[src/rtl/logicnet_pkg.sv]
// Shared helpers and default configuration for the LogicNet LUT layer.
// Default CONN wires neuron n input k to bus bit n*FAN_IN+k.
package logicnet_pkg;

    localparam int DEF_NEURONS  = 8;
    localparam int DEF_FAN_IN   = 4;
    localparam int DEF_OUT_BITS = 2;
    localparam int DEF_IN_WIDTH = 32;

    // Never returns less than 1 so index ports stay legal for degenerate sizes.
    function automatic int clog2(input int value);
        int r;
        r = 1;
        for (int i = 1; i < 31; i++) begin
            if ((1 << i) < value) r = i + 1;
        end
        return r;
    endfunction

    function automatic int tbl_index(input int neuron, input int addr,
                                     input int fan_in, input int out_bits);
        return (neuron * (1 << fan_in) + addr) * out_bits;
    endfunction

    localparam int DEF_CONN_W = clog2(DEF_IN_WIDTH);
    localparam int DEF_CONN_BITS = DEF_NEURONS * DEF_FAN_IN * DEF_CONN_W;
    localparam int DEF_TBL_BITS = DEF_NEURONS * (1 << DEF_FAN_IN) * DEF_OUT_BITS;

    function automatic logic [DEF_CONN_BITS-1:0] def_conn();
        logic [DEF_CONN_BITS-1:0] r;
        r = '0;
        for (int i = 0; i < DEF_NEURONS * DEF_FAN_IN; i++) begin
            r[i*DEF_CONN_W +: DEF_CONN_W] = i[DEF_CONN_W-1:0];
        end
        return r;
    endfunction

    // Every output bit follows the address MSB, inverted by the low neuron-index bits.
    function automatic logic [DEF_TBL_BITS-1:0] def_init();
        logic [DEF_TBL_BITS-1:0] r;
        r = '0;
        for (int n = 0; n < DEF_NEURONS; n++) begin
            for (int a = 0; a < (1 << DEF_FAN_IN); a++) begin
                r[tbl_index(n, a, DEF_FAN_IN, DEF_OUT_BITS) +: DEF_OUT_BITS] =
                    {DEF_OUT_BITS{a[DEF_FAN_IN-1]}} ^ n[DEF_OUT_BITS-1:0];
            end
        end
        return r;
    endfunction

    localparam logic [DEF_CONN_BITS-1:0] DEF_CONN = def_conn();
    localparam logic [DEF_TBL_BITS-1:0] DEF_INIT_TABLE = def_init();

endpackage

[src/rtl/logicnet_neuron_lut.sv]
// One neuron truth table. With LOGICNET_LUT_WR_EN the table is a writable register
// reloaded from INIT on reset; otherwise it is a constant ROM and the write port is unused.
module logicnet_neuron_lut
    import logicnet_pkg::*;
#(
    parameter int FAN_IN   = DEF_FAN_IN,
    parameter int OUT_BITS = DEF_OUT_BITS,
    parameter logic [(2**FAN_IN)*OUT_BITS-1:0] INIT = '0
) (
    input  logic                clk,
    input  logic                rst,
    input  logic                wr_en,
    input  logic [FAN_IN-1:0]   wr_addr,
    input  logic [OUT_BITS-1:0] wr_data,
    input  logic [FAN_IN-1:0]   rd_addr,
    output logic [OUT_BITS-1:0] rd_data
);

    localparam int TW = (2**FAN_IN) * OUT_BITS;

`ifdef LOGICNET_LUT_WR_EN
    logic [TW-1:0] table_d, table_q;

    always_comb begin
        table_d = table_q;
        if (wr_en) table_d[int'(wr_addr)*OUT_BITS +: OUT_BITS] = wr_data;
    end

    always_ff @(posedge clk) begin
        if (rst) table_q <= INIT;
        else     table_q <= table_d;
    end

    // Reads see the pre-write contents in the cycle a write is presented.
    always_comb rd_data = table_q[int'(rd_addr)*OUT_BITS +: OUT_BITS];
`else
    logic unused_wr_port;
    assign unused_wr_port = ^{clk, rst, wr_en, wr_addr, wr_data};

    always_comb rd_data = INIT[int'(rd_addr)*OUT_BITS +: OUT_BITS];
`endif

endmodule

[src/rtl/logicnet_lut_layer.sv]
// LogicNet LUT layer: gather per-neuron addresses (stage 1), table lookup (stage 2).
// Define LOGICNET_LUT_WR_EN to make the neuron tables writable at runtime.
module logicnet_lut_layer
    import logicnet_pkg::*;
#(
    parameter int NEURONS  = DEF_NEURONS,
    parameter int FAN_IN   = DEF_FAN_IN,
    parameter int OUT_BITS = DEF_OUT_BITS,
    parameter int IN_WIDTH = DEF_IN_WIDTH,
    parameter logic [NEURONS*FAN_IN*clog2(IN_WIDTH)-1:0] CONN = DEF_CONN,
    parameter logic [NEURONS*(2**FAN_IN)*OUT_BITS-1:0] INIT_TABLE = DEF_INIT_TABLE
) (
    input  logic                         clk,
    input  logic                         rst,
    input  logic                         s_valid,
    output logic                         s_ready,
    input  logic [IN_WIDTH-1:0]          s_data,
    output logic                         m_valid,
    input  logic                         m_ready,
    output logic [NEURONS*OUT_BITS-1:0]  m_data,
    input  logic                         tbl_wr_en,
    input  logic [clog2(NEURONS)-1:0]    tbl_wr_neuron,
    input  logic [FAN_IN-1:0]            tbl_wr_addr,
    input  logic [OUT_BITS-1:0]          tbl_wr_data
);

    localparam int CW = clog2(IN_WIDTH);
    localparam int TW = (2**FAN_IN) * OUT_BITS;

    logic [NEURONS*FAN_IN-1:0]   gathered;
    logic [NEURONS*FAN_IN-1:0]   addr_p1_d, addr_p1_q;
    logic                        vld_p1_d, vld_p1_q;
    logic [NEURONS*OUT_BITS-1:0] lut_out;
    logic [NEURONS*OUT_BITS-1:0] m_data_d, m_data_q;
    logic                        m_valid_d, m_valid_q;
    logic                        s2_adv, s1_adv;

    always_comb begin
        gathered = '0;
        for (int i = 0; i < NEURONS * FAN_IN; i++) begin
            gathered[i] = s_data[CONN[i*CW +: CW]];
        end
    end

    for (genvar n = 0; n < NEURONS; n++) begin : g_neuron
        logic wr_sel;
        // Neuron indices beyond NEURONS never match, so such writes fall away.
        assign wr_sel = tbl_wr_en && (int'(tbl_wr_neuron) == n);

        logicnet_neuron_lut #(
            .FAN_IN   (FAN_IN),
            .OUT_BITS (OUT_BITS),
            .INIT     (INIT_TABLE[n*TW +: TW])
        ) u_lut (
            .clk     (clk),
            .rst     (rst),
            .wr_en   (wr_sel),
            .wr_addr (tbl_wr_addr),
            .wr_data (tbl_wr_data),
            .rd_addr (addr_p1_q[n*FAN_IN +: FAN_IN]),
            .rd_data (lut_out[n*OUT_BITS +: OUT_BITS])
        );
    end

    always_comb begin
        s2_adv    = !m_valid_q || m_ready;
        s1_adv    = !vld_p1_q || s2_adv;

        vld_p1_d  = vld_p1_q;
        addr_p1_d = addr_p1_q;
        if (s1_adv) begin
            vld_p1_d = s_valid;
            if (s_valid) addr_p1_d = gathered;
        end

        m_valid_d = m_valid_q;
        m_data_d  = m_data_q;
        if (s2_adv) begin
            m_valid_d = vld_p1_q;
            if (vld_p1_q) m_data_d = lut_out;
        end
    end

    // Stage 1: gathered addresses
    always_ff @(posedge clk) begin
        if (rst) vld_p1_q <= 1'b0;
        else     vld_p1_q <= vld_p1_d;
    end

    always_ff @(posedge clk) begin
        addr_p1_q <= addr_p1_d;
    end

    // Stage 2: table outputs
    always_ff @(posedge clk) begin
        if (rst) begin
            m_valid_q <= 1'b0;
            m_data_q  <= '0;
        end else begin
            m_valid_q <= m_valid_d;
            m_data_q  <= m_data_d;
        end
    end

    assign s_ready = s1_adv;
    assign m_valid = m_valid_q;
    assign m_data  = m_data_q;

endmodule

[config.mk]
export PLATFORM = sky130hd
export DESIGN_NAME = logicnet_lut_layer
export DESIGN_NICKNAME = d
export VERILOG_FILES = /design/src/rtl/logicnet_pkg.sv /design/src/rtl/logicnet_neuron_lut.sv /design/src/rtl/logicnet_lut_layer.sv
export SDC_FILE = /design/constraint.sdc
export NUM_CORES = 1
export LEC_CHECK = 0
export ABC_CLOCK_PERIOD_IN_PS = 4000
export CAP_MARGIN = 20
export CORE_MARGIN = 3
export CORE_UTILIZATION = 46
export DETAILED_ROUTE_END_ITERATION = 12
export MAX_ROUTING_LAYER = met4
export PLACE_DENSITY = 0.8
export SYNTH_ARGS = -nofsm -noshare
export SYNTH_HDL_FRONTEND = slang
export SYNTH_HIERARCHICAL = 1
export SYNTH_SLANG_ARGS = --single-unit
[constraint.sdc]
create_clock -name clk -period 4 [get_ports clk]
set_input_delay 1.2 -clock clk [delete_from_list [all_inputs] [get_ports clk]]
set_output_delay 1.2 -clock clk [all_outputs]
set_load 0.01 [all_outputs]
==> out/results.ini <==
[sta]
fin_tns_setup_ns = 0
finClkSkew_ns = 0.00462
fin_crit_ns = 3.57
rsz0062_at_grt = false
timing.slew.headroom = 0.456
worst_pin_slew_ns = 0.816
final_hold_viol_count = 0
max_freq_mhz = 280
final-setup-viol-count = 0
setup_ws_ns = 0.427
fin_crit_sh = 0.893
maxSlewViolCount = 0

[clocking]
hold_buffers = 0
postCtsSetupBuffers = 0
cts-root-buf = clkbuf_4
path_clk_slew_ns = 0.12
numClockSinks = 26
cts_buffer_depth = 2
tritoncts = yes
insertion_delay_ns = 0.31
cts_resized = 0
cts_made_buffers = 3
htree_levels = 1

[global_route]
grt_pass1_wl_um = 2820
grt_start_max_net_pins = 35
grt.overflow.total = 0
grtUsageTotal = 0.119
grt_pass1_vias = 651
antenna_found_initial = 0

[die]
coreArea_um2 = 2300
start_util = 0.500
ioPinCount = 64
dieWidth_um = 56.0
fp.dieH_um = 56.0
fp-row-count = 17
fp.dieArea_um2 = 3130

[place]
dp.cells = 146
placed_cell_area_um2 = 1360
gp_congestion = 0.697
preCtsSetupSlack_ns = 0.429
port_buffers = 29
dp_hpwl_um = 1250

[power]
finalPower_mw = 0.466
power.density_nw_per_um2 = 336
ir_worst_vdd_mv = 0.253
p_leak_nw = 0.524

[cells_and_area]
fin_area_um2 = 1390
final_cell_mix = nand2b_1, clkdlybuf4s50_1, dfxtp_1
drive_above_1_share = 0.0496
antenna_cells = 0
syn2layout_area_growth_pct = 20.7
finalNonFillerCells = 149
layout_commonest_cell = nand2b_1
nets = 169

[setup_path]
crit_required_ns = 2.80
cp_max_fo = 4
worst-setup-path-type = in -> out
cp.arrival_ns = 2.37
crit_path_start_kind = primary input
end_kind = primary output

[route]
viasPerCell = 4.62
drt-total-wl_um = 1730
antenna_left = 0
via_count = 689
firstDrtPassIters = 4
wl_per_cell_um = 11.6
drtIter0Drc = 9
route.detailed.drc = 0

[synth]
synth_warnings = 6
synthesis.area_um2 = 1150
syn_nets = 149
netlist_instances = 103
synth_area_per_cell_um2 = 11.2

[worst_hold_path]
hold_path.class = reg -> reg

[run]
maxCapViolations = 0

[outcome]
status = finished clean

-- metrics by stage --
step	util	hold slack, ns
after floorplan	-	0.477
after global routing	0.603	0.505
after detailed placement	0.594	0.471
after CTS	0.603	0.488
after global placement	0.594	0.458
final	0.603	0.481
-- worst paths after layout --
path                                 end                    from  slack, ns  cells past startpoint
hold reg to reg   m_data[5]$_SDFFE_PP0P_  m_data[5]$_SDFFE_PP0P_       0.48                      2
hold / removal    m_data[5]$_SDFFE_PP0P_  m_data[5]$_SDFFE_PP0P_       0.48                      2
setup / recovery                 s_ready                 m_ready       0.43                      4
setup reg to reg  addr_p1_q[7]$_DFFE_PP_    m_valid$_SDFFE_PP0P_       2.52                      2
-- area by class of cell --
class / instances / area [um2]
clock buffer: 3 / 22.5
fill: 195 / 911
inverter: 7 / 26.3
sequential: 26 / 601
tap: 28 / 35.0
timing repair buffer: 30 / 298
multi-input combinational: 55 / 404
-- where the power goes --
| part | internal [mW] | leakage (nW) | switching (mW) |
|---|---|---|---|
| registers | 0.287 | 0.226 | 0.00690 |
| logic | 0.0408 | 0.284 | 0.0264 |
| clock network | 0.0352 | 0.0138 | 0.0697 |
-- layer usage --
metal	GRT usage	share of wire
met2	0.202	0.52
met4	0.0508	0.011
met1	0.130	0.42
met3	0.0348	0.048
met5	-	0
-- worst max-delay path, cell delays in order --
cell,delay (ns)
clkdlybuf4s50_1,0.50
nor2b_4,0.06
nand2_1,0.08
clkdlybuf4s50_1,0.54
-- state kept, by name, summed over array words and instances, names as in the netlist --
signal / flops
m_data: 16
addr_p1_q: 8
m_valid: 1
vld_p1_q: 1
Power figures use the tool's default switching activity.
